`config.mk`:
```
export PLATFORM = sky130hd
export DESIGN_NAME = pos_dec_ctrl
export DESIGN_NICKNAME = d
export VERILOG_FILES = /design/src/rtl/pos_dec_pkg.sv /design/src/rtl/pos_err_acc.sv /design/src/rtl/pos_dec_ctrl.sv
export SDC_FILE = /design/constraint.sdc
export NUM_CORES = 1
export LEC_CHECK = 0
export CORE_MARGIN = 5
export CORE_UTILIZATION = 25
export DETAILED_ROUTE_END_ITERATION = 6
export GPL_ROUTABILITY_DRIVEN = 0
export GPL_TIMING_DRIVEN = 0
export PLACE_DENSITY = 0.45
export SYNTH_ARGS = -nofsm -noshare
export SYNTH_HDL_FRONTEND = slang
export SYNTH_SLANG_ARGS = --single-unit
```
`constraint.sdc`:
```
create_clock -name i_clk -period 6.2 [get_ports i_clk]
set_clock_uncertainty 0.05 [all_clocks]
set_input_delay 0.62 -clock i_clk [delete_from_list [all_inputs] [get_ports i_clk]]
set_output_delay 0.62 -clock i_clk [all_outputs]
set_load 0.01 [all_outputs]
```
`src/rtl/pos_dec_pkg.sv`:
```
// Shared types and constants for the pos_dec measurement-window sequencer.
package pos_dec_pkg;

  localparam int unsigned POS_TH_W  = 5;
  localparam int unsigned WIN_W_DEF = 16;
  localparam int unsigned CNT_W_DEF = 8;

  localparam logic [WIN_W_DEF-1:0] NO_ERR_POS = '1;

  typedef enum logic [1:0] {
    StIdle,
    StSettle,
    StMeasure,
    StReport
  } state_e;

endpackage

```
`src/rtl/pos_err_acc.sv`:
```
// Saturating error counter with first-error timestamp capture.
module pos_err_acc #(
  parameter int unsigned CNT_W = 8,
  parameter int unsigned WIN_W = 16
) (
  input  logic             i_clk,
  input  logic             i_rst_n,
  input  logic             i_clr,
  input  logic             i_en,
  input  logic             i_err,
  input  logic [WIN_W-1:0] i_idx,
  output logic [CNT_W-1:0] o_cnt,
  output logic [CNT_W-1:0] o_cnt_nxt,
  output logic [WIN_W-1:0] o_first
);

  logic [CNT_W-1:0] r_cnt;
  logic [WIN_W-1:0] r_first;
  logic             w_hit;
  logic [CNT_W-1:0] w_cnt_nxt;

  always_comb begin
    w_hit     = i_en & i_err;
    w_cnt_nxt = r_cnt;
    if (w_hit && (r_cnt != '1)) begin
      w_cnt_nxt = r_cnt + CNT_W'(1);
    end
  end

  // A zero count means no pulse seen yet, since the counter saturates instead of wrapping.
  always_ff @(posedge i_clk) begin
    if (!i_rst_n) begin
      r_cnt   <= '0;
      r_first <= '1;
    end else if (i_clr) begin
      r_cnt   <= '0;
      r_first <= '1;
    end else begin
      r_cnt <= w_cnt_nxt;
      if (w_hit && (r_cnt == '0)) begin
        r_first <= i_idx;
      end
    end
  end

  assign o_cnt     = r_cnt;
  assign o_cnt_nxt = w_cnt_nxt;
  assign o_first   = r_first;

endmodule

```
`src/rtl/pos_dec_ctrl.sv`:
```
// Measurement-window sequencer: settle, enable pos_dec for a window, report pass/fail.
module pos_dec_ctrl
  import pos_dec_pkg::*;
#(
  parameter int unsigned WIN_W      = WIN_W_DEF,
  parameter int unsigned CNT_W      = CNT_W_DEF,
  parameter bit          EARLY_STOP = 1'b0
) (
  input  logic                i_clk,
  input  logic                i_rst_n,
  input  logic                i_start,
  input  logic                i_abort,
  input  logic [POS_TH_W-1:0] i_cfg_pos_th,
  input  logic [7:0]          i_cfg_settle,
  input  logic [WIN_W-1:0]    i_cfg_win,
  input  logic [CNT_W-1:0]    i_cfg_err_lim,
  input  logic                i_dec_err_vld,
  output logic                o_dec_en,
  output logic [POS_TH_W-1:0] o_dec_pos_th,
  output logic                o_busy,
  output logic                o_res_vld,
  input  logic                i_res_rdy,
  output logic [CNT_W-1:0]    o_res_err_cnt,
  output logic [WIN_W-1:0]    o_res_first,
  output logic                o_res_fail
);

  state_e              r_state, w_state_nxt;
  logic [POS_TH_W-1:0] r_pos_th;
  logic [7:0]          r_settle_cnt;
  logic [WIN_W-1:0]    r_win_last;
  logic [WIN_W-1:0]    r_win_idx;
  logic [CNT_W-1:0]    r_err_lim;
  logic                r_fail;
  logic                w_start;
  logic                w_stop;
  logic                w_measure;
  logic [CNT_W-1:0]    w_cnt_nxt;

  assign w_measure = (r_state == StMeasure);

  always_comb begin
    w_state_nxt = r_state;
    w_start     = 1'b0;
    w_stop      = (r_win_idx == r_win_last) || (EARLY_STOP && (w_cnt_nxt >= r_err_lim));
    case (r_state)
      StIdle: begin
        if (i_start) begin
          w_start     = 1'b1;
          w_state_nxt = (i_cfg_settle != 8'd0) ? StSettle : StMeasure;
        end
      end
      StSettle:  if (r_settle_cnt <= 8'd1) w_state_nxt = StMeasure;
      StMeasure: if (w_stop) w_state_nxt = StReport;
      StReport:  if (i_res_rdy) w_state_nxt = StIdle;
      default:   w_state_nxt = StIdle;
    endcase
    if (i_abort) begin
      w_state_nxt = StIdle;
      w_start     = 1'b0;
    end
  end

  always_ff @(posedge i_clk) begin
    if (!i_rst_n) r_state <= StIdle;
    else          r_state <= w_state_nxt;
  end

  // Window terminal index is stored instead of the raw length so a length of 0 acts as 1.
  always_ff @(posedge i_clk) begin
    if (!i_rst_n) begin
      r_pos_th     <= '0;
      r_settle_cnt <= '0;
      r_win_last   <= '0;
      r_win_idx    <= '0;
      r_err_lim    <= '0;
      r_fail       <= 1'b0;
    end else if (w_start) begin
      r_pos_th     <= i_cfg_pos_th;
      r_settle_cnt <= i_cfg_settle;
      r_win_last   <= (i_cfg_win == '0) ? '0 : i_cfg_win - WIN_W'(1);
      r_win_idx    <= '0;
      r_err_lim    <= i_cfg_err_lim;
      r_fail       <= 1'b0;
    end else begin
      if ((r_state == StSettle) && (r_settle_cnt != 8'd0)) begin
        r_settle_cnt <= r_settle_cnt - 8'd1;
      end
      if (w_measure) begin
        r_fail <= (w_cnt_nxt >= r_err_lim);
        if (!w_stop) r_win_idx <= r_win_idx + WIN_W'(1);
      end
    end
  end

  pos_err_acc #(
    .CNT_W (CNT_W),
    .WIN_W (WIN_W)
  ) u_err_acc (
    .i_clk     (i_clk),
    .i_rst_n   (i_rst_n),
    .i_clr     (w_start),
    .i_en      (w_measure),
    .i_err     (i_dec_err_vld),
    .i_idx     (r_win_idx),
    .o_cnt     (o_res_err_cnt),
    .o_cnt_nxt (w_cnt_nxt),
    .o_first   (o_res_first)
  );

  assign o_dec_en     = w_measure;
  assign o_dec_pos_th = r_pos_th;
  assign o_busy       = (r_state != StIdle);
  assign o_res_vld    = (r_state == StReport);
  assign o_res_fail   = r_fail;

endmodule

```
=== Yosys cells after proc, flatten, opt, wreduce, memory -nomap -nowiden ===
Index checks and enable logic that the tools add are counted.

* Register bits after elaboration: 80
* Input port bits: 43
* Output and inout bits: 33
* Logic and storage cells: 54

* Add/subtract/negate cells: 4
* $lt $le $gt $ge: 2
* Equality and inequality tests: 9
* Muxes and demuxes: 13
* Bitwise operators: 3
* Reductions and logical operators: 14

{| class="wikitable"
|+ Operators by type and width
! kind !! number
|-
| 8-bit 2-to-1 mux || 3
|-
| 16-bit by 1-bit adder with 16-bit output (second input constant) || 1
|-
| 16-bit == test || 1
|-
| 16-bit zero test || 1
|-
| 16-bit 2-to-1 mux || 1
|-
| 8-bit nonzero test || 2
|-
| 16-bit by 1-bit subtractor with 16-bit output (second input constant) || 1
|-
| 2-bit 2-to-1 mux || 5
|-
| 8-bit by 1-bit adder with 8-bit output (second input constant) || 1
|-
| 8-bit >= comparator || 1
|-
| 8-bit by 1-bit less-or-equal comparator with 1-bit output (second input constant) || 1
|-
| 8-bit zero test || 1
|-
| 8-bit inequality test (second input constant) || 1
|-
| 2-bit case mux with 4 select lines || 1
|-
| 8-bit by 1-bit subtractor with 8-bit output (second input constant) || 1
|-
| 2-bit inequality test (second input constant) || 3
|-
| 2-bit == test (second input constant) || 2
|-
| 4-bit AND reduction || 1
|-
| 2-bit nonzero test || 2
|-
| 2-bit OR reduction || 2
|-
| 1-bit logical AND || 3
|-
| 1-bit 2-to-1 mux || 3
|-
| 2-bit by 1-bit == test with 1-bit output (second input constant) || 1
|-
| 2-bit zero test || 1
|-
| 4 further kinds || 5
|}

=== Longest topological paths before layout ===
Gate-level depths: netlist of run 1.

* Word-level depth: 5
* Gate-level depth with buffers: 11
* Gate-level depth less buffers: 11

=== Cells and area by module ===
Synthesis of run 1 repeated with hierarchy kept, for this count alone.

* Cells, all modules: 464
* Area total of the unflattened synthesis: 3968.8 sq um

{| class="wikitable"
|+ Modules (own cells, without submodules)
! module !! times used !! cells an instance !! area an instance (sq um) !! seq. area each (sq um)
|-
| pos_dec_ctrl || 1 || 338 || 2909.0 || 1121.1
|-
| pos_err_acc || 1 || 126 || 1059.8 || 480.5
|}

=== Worst setup path after synthesis of run 1 ===
Ideal clock, no wire load.

* Path kind: input to register
* Start: input i_cfg_win[0]
* End: register r_win_last[10]
* Setup time: 0.121 ns
* Data arrival time: 2.230 ns
* Data required time: 6.029 ns
* Slack: 3.799 ns
* Stages on the path: 8
* Path buffers: 1
* Cells stage by stage: inv_1 > ha_1 > nor3b_2 > nand2_1 > or4_4 > o41ai_4 > buf_6 > o21ai_0

* Cells in the longest elaborated chain, start to end: 2
* Elaborated cells on any way between the ends: 3
* Classes of those cells: add/sub: 1; mux: 1; reduce/logical: 1

{| class="wikitable"
|+ RTL lines
! element !! RTL line !! text
|-
| start: declaration || pos_dec_ctrl.sv:15 || <nowiki>input logic [WIN_W-1:0] i_cfg_win,</nowiki>
|-
| 16-bit by 1-bit subtractor with 16-bit output or 16-bit zero test (tied branches) || pos_dec_ctrl.sv:81 || <nowiki>r_win_last <= (i_cfg_win == '0) ? '0 : i_cfg_win - WIN_W'(1);</nowiki>
|-
| 16-bit 2-to-1 mux (*) || pos_dec_ctrl.sv:81 ||
|-
| end signal: assignment || pos_dec_ctrl.sv:81 ||
|-
| end: declaration || pos_dec_ctrl.sv:31 || <nowiki>logic [WIN_W-1:0] r_win_last;</nowiki>
|}

Mark *: on every way between the ends. The rest lies on a longest branch, timed or not.
A chain may end at the register's enable or synchronous reset.

=== Worst setup path after layout of run 1 ===
* Start: input i_cfg_win[0]
* End: register r_win_last[12]

The elaborated chain is that of the path after synthesis.

==> flow_metrics.env, run 1 <==
export IMPL_ys_flop_type="dfxtp_1"
export IMPL_worstReg2RegEnd="o_res_fail$_SDFFE_PP0N_"
export IMPL_finalSetupViolations=0
export IMPL_dp_hpwl_um=7620
export IMPL_finalHoldViolCount=0
export IMPL_grt_pass1_wl_um=16300
export IMPL_hold_class="reg2reg"
export IMPL_mostFrequentLayoutCell="dfxtp_1"
export IMPL_synth_seq_cells=80
export IMPL_finalPower_mw=1.34
export IMPL_first_global_vias=3188
export IMPL_p_clk_share_pct=45.6
export IMPL_synthesis_nets=505
export IMPL_ctsResizeCount=0
export IMPL_post_synth_cell_area_avg_um2=8.69
export IMPL_design_core_area_um2=15100
export IMPL_grt_max_degree=13
export IMPL_tightest_slew_ns=0.694
export IMPL_initial_core_util_pct=25.4
export IMPL_vias=3192
export IMPL_p_leak_nw=1.97
export IMPL_multi_input_area_um2=2090
export IMPL_start_kind="input pin"
export IMPL_ir_drop_mv=0.145
export IMPL_diodes=0
export IMPL_first_pass_iters=4
export IMPL_postRouteAntennaNets=0
export IMPL_outcome="finished clean"
export IMPL_clkLatencyLatePin_ns=0.33
export IMPL_holdPathStages=2
export IMPL_wl_um=9660
export IMPL_path_cells="clkdlybuf4s50_1, inv_1, ha_1, nor3b_2, nand2_1, or4_4, o41ai_4, buf_6, o21ai_0"
export IMPL_cts_sinks=80
export IMPL_drt_iter0_markers=164
export IMPL_path_class="in2reg"
export IMPL_rsz0062_at_grt="no"
export IMPL_syn_area_um2=3840
export IMPL_die_y_um=134
export IMPL_clock_path_buffers=2
export IMPL_p_int_mw=1.03
export IMPL_slowest_stage="o41ai_4"
export IMPL_gr_total_overflow=0
export IMPL_layout_common_cells="dfxtp_1, clkdlybuf4s50_1, nand2_1"
export IMPL_power_density_nw_per_um2=259
export IMPL_clk_pin_slew_worst_paths_ns=0.06
export IMPL_worstPathRequired_ns=6.36
export IMPL_reg2regPathDepth=10
export IMPL_cts_setup_buffers=0
export IMPL_ff_latch_area_um2=1600
export IMPL_grt_util_all_layers_pct=11.2
export IMPL_fin_crit_ns=2.79
export IMPL_num_io_pins=76
export IMPL_dieArea_um2=17900
export IMPL_htreeDepth=3
export IMPL_fmax_mhz=358
export IMPL_max_stage_delay_ns=0.48
export IMPL_syn_inst=442
export IMPL_max_slew_margin_pct=53.3
export IMPL_synth_edf_count=0
export IMPL_synthArstFlopShare_pct=0
export IMPL_pwr_share_comb_pct=12.9
export IMPL_drc=0
export IMPL_clockRootBuffer="clkbuf_16"
export IMPL_min_period_over_period_pct=45.0
export IMPL_fin_tns_setup_ns=0
export IMPL_syn2layout_area_growth_pct=34.6
export IMPL_port_buffers=75
export IMPL_worstReg2RegStart="r_state[0]$_SDFFE_PP0P_"
export IMPL_cp_max_fo=10
export IMPL_fill_cells=1550
export IMPL_min_from="u_err_acc.o_first[12]$_SDFFE_PP1P_"
export IMPL_synth_yosys_seq_area_share_pct=41.7
export IMPL_maxCapViolations=0
export IMPL_rrSetupSlack_ns=3.60
export IMPL_p_seq_share_pct=41.5
export IMPL_cts_tree="done"
export IMPL_cts_buffers=9
export IMPL_rows=45
export IMPL_die_x_um=134
export IMPL_arrival_ns=2.95
export IMPL_final_max_slew_viol_count=0
export IMPL_viasPerCell=4.44
export IMPL_antenna_found_initial=0
export IMPL_p_sw_share_pct=22.6
export IMPL_synth_cell_type_count=44
export IMPL_drive_above_1_share_pct=4.90
export IMPL_power_switching_mw=0.302
export IMPL_worstSetupEndpointType="register"
export IMPL_avgRoutedWirePerCell_um=13.4
export IMPL_hold_buffers=0
export IMPL_synth_warnings=0
export IMPL_hold_path_end="u_err_acc.o_first[12]$_SDFFE_PP1P_"
export IMPL_nets=591
==> registers in the layout (all words and copies together), names as in the netlist <==
name               flops
u_err_acc.o_first     16
u_err_acc.o_cnt        8
r_win_last            16
r_err_lim              8
o_res_fail             1
o_dec_pos_th           5
r_settle_cnt           8
r_state                2
r_win_idx             16
==> how the worst max path moves through the flow <==
stage	end	cells past startpoint	start
after floorplan	r_win_last[10]$_SDFFE_PN0P_	8	i_cfg_win[0]
after global placement	r_win_last[14]$_SDFFE_PN0P_	9	i_cfg_win[0]
after detailed placement	r_win_last[12]$_SDFFE_PN0P_	9	i_cfg_win[0]
after CTS	r_win_last[12]$_SDFFE_PN0P_	9	i_cfg_win[0]
after global routing	r_win_last[11]$_SDFFE_PN0P_	9	i_cfg_win[0]
final	r_win_last[12]$_SDFFE_PN0P_	9	i_cfg_win[0]
==> synthesized netlist by cell type (2+ instances only) <==
library cell  instances  share of area (%)
buf_2                 2               0.26
a21oi_1               7               0.91
a22o_1                6                1.4
a21o_1                2               0.39
nand2b_1              3               0.49
nand3_1              18                2.3
nor4_1                5               0.81
clkbuf_1             13                1.3
mux2i_1               2               0.52
and4_1                2               0.46
inv_1                20                2.0
nor2_1               28                2.7
nand4_1              18                2.9
ha_1                 20                6.5
nor3_1               10                1.3
dfxtp_1              80                 42
nand2_1              71                6.9
and3_1                7                1.1
and2_1                8                1.3
o41ai_4               2                1.4
xnor2_1              35                8.0
nand3b_1              2               0.39
nor2b_1               3               0.49
or4_4                 2               0.59
o21ai_0              35                4.6
xor2_1               23                5.2
==> layout make-up <==
| type | instances | area share, % |
|---|---|---|
| timing repair buffer | 75 | 14.5 |
| clock buffer | 11 | 4.89 |
| multi-input combinational | 325 | 40.4 |
| sequential | 80 | 31.0 |
| tap | 188 | 4.55 |
| clock inverter | 3 | 1.74 |
| inverter | 20 | 1.45 |
| buffer | 17 | 1.43 |
==> per-stage QoR <==
stage | hold WS [ns] | setup WS (ns) | utilization [%] | area [µm²] | std cells
6_report | 0.420 | 3.41 | 34.1 | 5170 | 719
5_1_grt | 0.443 | 3.23 | 34.1 | 5170 | 719
4_1_cts | 0.422 | 3.39 | 34.1 | 5170 | 719
3_5_place_dp | 0.412 | 3.04 | 31.9 | 4830 | 705
3_3_place_gp | 0.412 | 3.08 | 31.9 | 4830 | 705
2_1_floorplan | 0.396 | 3.80 | - | 3840 | 442
==> routing by layer <==
layer	up-vias	wire [µm]	share of wire (%)	GRT usage, %
met2	66	4290	44	17.1
met4	0	74	0.77	3.31
met3	4	563	5.8	3.75
met5	-	0	0	0
li1	1679	-	-	-
met1	1443	4730	49	15.2
==> critical path: cells and delay by family <==
family | cells | cell delay [ns]
buffers and inverters | 3 | 0.75
AO/OA/AOI/OAI | 2 | 0.56
adder cells (fa/ha/maj) | 1 | 0.17
AND/OR/NAND/NOR | 3 | 0.85
==> power by group through the flow <==
stage	Sequential [mW]	Combinational (mW)	Clock [mW]
6_report	0.555	0.172	0.610
3_5_place_dp	0.566	0.175	0
5_1_grt	0.558	0.193	0.650
3_3_place_gp	0.566	0.173	0
4_1_cts	0.555	0.176	0.625
2_1_floorplan	0.565	0.0984	0
==> cells by family (layout without fill, tap and decap cells) <==
logic type | count (synthesis) | after routing | synth area share (%)
muxes | 2 | 2 | 0.521
xor gates and xnor gates | 58 | 58 | 13.2
and+or+nand+nor | 185 | 185 | 23.6
buffers and inverters | 37 | 126 | 3.88
AOI/OAI and AO/OA | 60 | 60 | 10.5
adders and majority gates | 20 | 20 | 6.52
DFF | 80 | 80 | 41.7
(Power assumes the default switching activity.)
==> inputs of run 2 (changes only) <==
Clock period 6.2 ns to 2.6 ns, I/O delays scaled along.
==> run 2 against run 1 <==
Effect of this change:
- die area unchanged
- clock power increased by 140%
- via count increased by 0.13%
- routed wire length increased by 0.41%
- total power increased by 140%
- largest power group unchanged
- global-route usage unchanged
==> flow_metrics.env, run 2 (synthesized netlist as in run 1, its figures left out) <==
export IMPL_outcome="finished clean"
export IMPL_die_x_um=134
export IMPL_worst_slack_ns=0.154
export IMPL_fin_tns_setup_ns=0
export IMPL_clk_pin_slew_worst_paths_ns=0.06
export IMPL_viasPerCell=4.45
export IMPL_path_class="reg2reg"
export IMPL_finalPower_mw=3.19
export IMPL_gr_total_overflow=0
export IMPL_final_max_slew_viol_count=0
export IMPL_syn2layout_area_growth_pct=35.2
export IMPL_vias=3196
export IMPL_cts_setup_buffers=0
export IMPL_cts_buffers=9
export IMPL_min_period_over_period_pct=94.1
export IMPL_rows=45
export IMPL_design_core_area_um2=15100
export IMPL_clock_path_buffers=2
export IMPL_post_dp_cell_area_um2=4830
export IMPL_stdcell_area_um2=5190
export IMPL_first_pass_iters=4
export IMPL_htreeDepth=3
export IMPL_dp_cells=705
export IMPL_postRouteAntennaNets=0
export IMPL_clockRootBuffer="clkbuf_16"
export IMPL_worstPathRequired_ns=2.76
export IMPL_grt_max_degree=13
export IMPL_drt_iter0_markers=162
export IMPL_max_slew_margin_pct=53.3
export IMPL_fin_cells=719
export IMPL_hold_path_end="u_err_acc.o_first[12]$_SDFFE_PP1P_"
export IMPL_maxCapViolations=0
export IMPL_min_from="u_err_acc.o_first[12]$_SDFFE_PP1P_"
export IMPL_reg2regPathDepth=10
export IMPL_first_global_vias=3188
export IMPL_diodes=0
export IMPL_hold_class="reg2reg"
export IMPL_worstReg2RegEnd="o_res_fail$_SDFFE_PP0N_"
export IMPL_tightest_slew_ns=0.693
export IMPL_rrSetupSlack_ns=0.15
export IMPL_grt_pass1_wl_um=16300
export IMPL_worstSetupEndpointType="register"
export IMPL_port_buffers=75
export IMPL_nets=591
export IMPL_rsz0062_at_grt="no"
export IMPL_final_core_util_pct=34.3
export IMPL_finalSetupViolations=0
export IMPL_holdPathStages=2
export IMPL_layout_common_cells="dfxtp_1, clkdlybuf4s50_1, nand2_1"
export IMPL_hold_buffers=0
export IMPL_dp_hpwl_um=7620
export IMPL_mostFrequentLayoutCell="dfxtp_1"
export IMPL_drive_above_1_share_pct=6.03
export IMPL_grt_util_all_layers_pct=11.2
export IMPL_cts_tree="done"
export IMPL_finalHoldViolCount=0
export IMPL_drc=0
export IMPL_die_y_um=134
export IMPL_fin_crit_ns=2.45
export IMPL_start_kind="register"
export IMPL_place_ws_ns=-0.204
export IMPL_clkLatencyLatePin_ns=0.33
export IMPL_p_leak_nw=1.97
export IMPL_fmax_mhz=409
export IMPL_worstReg2RegStart="r_state[0]$_SDFFE_PP0P_"
export IMPL_power_density_nw_per_um2=615
export IMPL_num_io_pins=76
export IMPL_avgRoutedWirePerCell_um=13.5
export IMPL_cp_max_fo=8
export IMPL_dieArea_um2=17900
export IMPL_cts_sinks=80
export IMPL_ir_drop_mv=0.345
export IMPL_arrival_ns=2.61
export IMPL_timing_hold_ws_ns=0.420
export IMPL_wl_um=9700
export IMPL_antenna_found_initial=0
export IMPL_initial_core_util_pct=25.4
## run 2: cell count changes in the layout (fill, tap and decap cells not counted), sizes merged
cell | previous run | this run
clkbuf | 24 | 23
buf | 4 | 5
## run 2: where the power goes
part	leakage [nW]	internal (mW)	total [mW]	switching, mW
combinational	1.15	0.209	0.414	0.205
clock	0.168	0.980	1.45	0.474
sequential	0.651	1.28	1.32	0.0413
total	1.97	2.47	3.19	0.721
## run 2: area by class of cell
type	instances	area, µm²
timing repair buffer	75	751
clock buffer	11	253
tap	188	235
clock inverter	3	90.1
buffer	17	76.3
sequential	80	1600
inverter	20	75.1
fill	1552	9960
multi-input combinational	325	2110
## run 2: repair_timing
action                     CTS  global route
pin swaps                    0             1
setup endpoints to repair    1             4
resized for setup            1             8
## run 2: critical path: stages, from the launching register on
cell	delay, ns
dfxtp_1	0.34
inv_1	0.12
ha_2	0.31
o211a_4	0.24
and4_1	0.24
and3_1	0.18
xor2_1	0.17
ha_1	0.27
a21o_1	0.18
a21oi_1	0.14
a31oi_1	0.09
## run 2: how the worst max path moves through the flow
stage / from / endpoint / slack (ns) / cells past startpoint
after global routing: r_state[0]$_SDFFE_PP0P_ / r_win_idx[9]$_SDFFE_PP0P_ / 0.0007 / 8
after CTS: r_state[0]$_SDFFE_PP0P_ / o_res_fail$_SDFFE_PP0N_ / 0.07 / 10
final: r_state[0]$_SDFFE_PP0P_ / o_res_fail$_SDFFE_PP0N_ / 0.15 / 10
after global placement: i_cfg_win[0] / r_win_last[14]$_SDFFE_PN0P_ / -0.16 / 9
after detailed placement: i_cfg_win[0] / r_win_last[12]$_SDFFE_PN0P_ / -0.20 / 9
after floorplan: u_err_acc.o_cnt[0]$_SDFF_PP0_ / o_res_fail$_SDFFE_PP0N_ / 0.24 / 10
## run 2: metal layers
layer  track usage (%)  share of wire, %
met1              15.2                49
met2              17.1                44
met3              3.75               5.8
met4              3.31              0.76
met5                 0                 0
==> inputs of run 3 (changes only) <==
Clock period 2.6 ns to 2.4 ns, I/O delays scaled along.
==> run 3 against run 2 <==
Effect of this change:
- via count rose by 2.1%
- fmax rose by 7.4%
- hold slack got worse by 0.0033 ns
- clock power rose by 9%
- flip-flop and latch count did not move
- sequential power rose by 8%
- non-clock buffer count rose by 7
- core utilization rose by 0.79 points
- sequential share of layout area fell by 0.56 points
- global-route usage barely moved
==> flow_metrics.env, run 3 (synthesized netlist as in run 1, its figures left out) <==
export IMPL_outcome="finished clean"
export IMPL_clockRootBuffer="clkbuf_16"
export IMPL_wl_met1_um=4780
export IMPL_wl_met2_um=4450
export IMPL_ir_drop_mv=0.375
export IMPL_nets=598
export IMPL_max_slew_margin_pct=54.9
export IMPL_tightest_slew_ns=0.670
export IMPL_fin_crit_ns=2.28
export IMPL_initial_core_util_pct=25.4
export IMPL_die_x_um=134
export IMPL_fin_cells=726
export IMPL_arrival_ns=2.45
export IMPL_worstSetupEndpointType="register"
export IMPL_cts_buffers=9
export IMPL_avgRoutedWirePerCell_um=13.7
export IMPL_fin_tns_setup_ns=0
export IMPL_top_layer_used="met4"
export IMPL_clkLatencyLatePin_ns=0.33
export IMPL_port_buffers=75
export IMPL_reg2regPathDepth=10
export IMPL_worstPathRequired_ns=2.57
export IMPL_die_y_um=134
export IMPL_num_io_pins=76
export IMPL_holdPathStages=3
export IMPL_postRouteAntennaNets=0
export IMPL_diodes=0
export IMPL_worstReg2RegEnd="o_res_fail$_SDFFE_PP0N_"
export IMPL_drt_iter0_markers=154
export IMPL_maxCapViolations=0
export IMPL_layout_common_cells="clkdlybuf4s50_1, dfxtp_1, nand2_1"
export IMPL_dieArea_um2=17900
export IMPL_cts_tree="done"
export IMPL_cp_max_fo=8
export IMPL_stdcell_area_um2=5310
export IMPL_min_from="i_cfg_err_lim[5]"
export IMPL_power_density_nw_per_um2=654
export IMPL_dr_wl_met3_um=636
export IMPL_hold_class="in2reg"
export IMPL_drc=0
export IMPL_p_clk_share_pct=45.4
export IMPL_grt_pass1_wl_um=16400
export IMPL_rows=45
export IMPL_viasPerCell=4.49
export IMPL_rsz0062_at_grt="yes"
export IMPL_antenna_found_initial=0
export IMPL_finalSetupViolations=0
export IMPL_power_switching_mw=0.787
export IMPL_first_pass_iters=4
export IMPL_design_core_area_um2=15100
export IMPL_rrSetupSlack_ns=0.12
export IMPL_p_leak_nw=2.04
export IMPL_post_dp_cell_area_um2=4830
export IMPL_final_max_slew_viol_count=0
export IMPL_p_seq_share_pct=41.3
export IMPL_cts_sinks=80
export IMPL_fill_cells=1540
export IMPL_dp_hpwl_um=7620
export IMPL_syn2layout_area_growth_pct=38.3
export IMPL_vias=3263
export IMPL_gr_total_overflow=0
export IMPL_first_global_vias=3191
export IMPL_clk_pin_slew_worst_paths_ns=0.06
export IMPL_grt_max_degree=13
export IMPL_hold_path_end="r_err_lim[5]$_SDFFE_PN0P_"
export IMPL_wl_um=9950
export IMPL_path_class="reg2reg"
export IMPL_drive_above_1_share_pct=10.2
export IMPL_clock_path_buffers=2
export IMPL_start_kind="register"
export IMPL_finalHoldViolCount=0
export IMPL_p_sw_share_pct=22.7
export IMPL_min_period_over_period_pct=94.9
export IMPL_dp_cells=705
export IMPL_grt_util_all_layers_pct=11.3
export IMPL_worstReg2RegStart="r_state[0]$_SDFFE_PP0P_"
export IMPL_pwr_share_comb_pct=13.3
export IMPL_p_int_mw=2.68
export IMPL_fmax_mhz=439
export IMPL_htreeDepth=3
[run 3: cell types whose count changed in the layout (fill, tap and decap cells not counted), sizes merged]
cell / change
clkbuf: -1
buf: +8
[run 3: per-layer routing]
layer	vias up	global-route usage, %
met3	6	3.75
met2	88	17.2
met4	0	3.31
li1	1689	-
met5	-	0
met1	1480	15.2
[run 3: area by class of cell]
type                    count  area (µm²)  share of cell area, %
flip-flops and latches     80        1610                   30.3
clock buffers              11         253                   4.76
repair buffers             84         818                   15.4
multi-input cells         325        2160                   40.6
plain buffers              15        72.6                   1.37
clock inverters             3        90.1                   1.70
well taps                 188         235                   4.43
inverters                  20        75.1                   1.41
[run 3: worst max-delay path, stage by stage (launching register included)]
cell and delay, ns:
dfxtp_1 0.35, inv_2 0.11, ha_4 0.21, o211a_4 0.21
and4_4 0.24, and3_1 0.17, xor2_1 0.18, ha_1 0.28
a21o_1 0.18, a21oi_2 0.11, a31oi_1 0.08
[run 3: metrics by stage]
step                total power, mW  hold WS (ns)  setup WS, ns  util (%)
finish                         3.47         0.417         0.121      35.1
global placement               1.91         0.412        -0.336      31.9
CTS                            3.51         0.409       0.00284      34.3
global route                   3.64         0.431       -0.0573      35.1
detailed placement             1.91         0.412        -0.384      31.9
floorplan                      1.71         0.299        0.0386         -
[run 3: how the worst max path moves through the flow]
stage                                             start                                 to  slack (ns)
after floorplan           u_err_acc.o_cnt[0]$_SDFF_PP0_            o_res_fail$_SDFFE_PP0N_        0.04
after global placement                     i_cfg_win[0]        r_win_last[14]$_SDFFE_PN0P_       -0.34
after detailed placement                   i_cfg_win[0]        r_win_last[12]$_SDFFE_PN0P_       -0.38
after CTS                 u_err_acc.o_cnt[0]$_SDFF_PP0_            o_res_fail$_SDFFE_PP0N_       0.003
after global routing      u_err_acc.o_cnt[0]$_SDFF_PP0_  u_err_acc.o_first[3]$_SDFFE_PP1P_       -0.06
final                           r_state[0]$_SDFFE_PP0P_            o_res_fail$_SDFFE_PP0N_        0.12
[run 3: power groups by stage]
stage | clock network, mW | logic [mW] | registers (mW)
3_3_place_gp | 0 | 0.447 | 1.46
3_5_place_dp | 0 | 0.451 | 1.46
4_1_cts | 1.62 | 0.459 | 1.43
2_1_floorplan | 0 | 0.254 | 1.46
6_report | 1.58 | 0.463 | 1.43
5_1_grt | 1.68 | 0.518 | 1.44
[run 3: what timing repair did]
| item | 4_1_cts | 5_1_grt |
|---|---|---|
| pin swaps | 1 | 6 |
| hold buffers | 0 | 0 |
| gates cloned | 0 | 0 |
| buffers inserted | 0 | 9 |
| gates resized for setup | 6 | 22 |
| endpoints found under the setup margin | 11 | 48 |
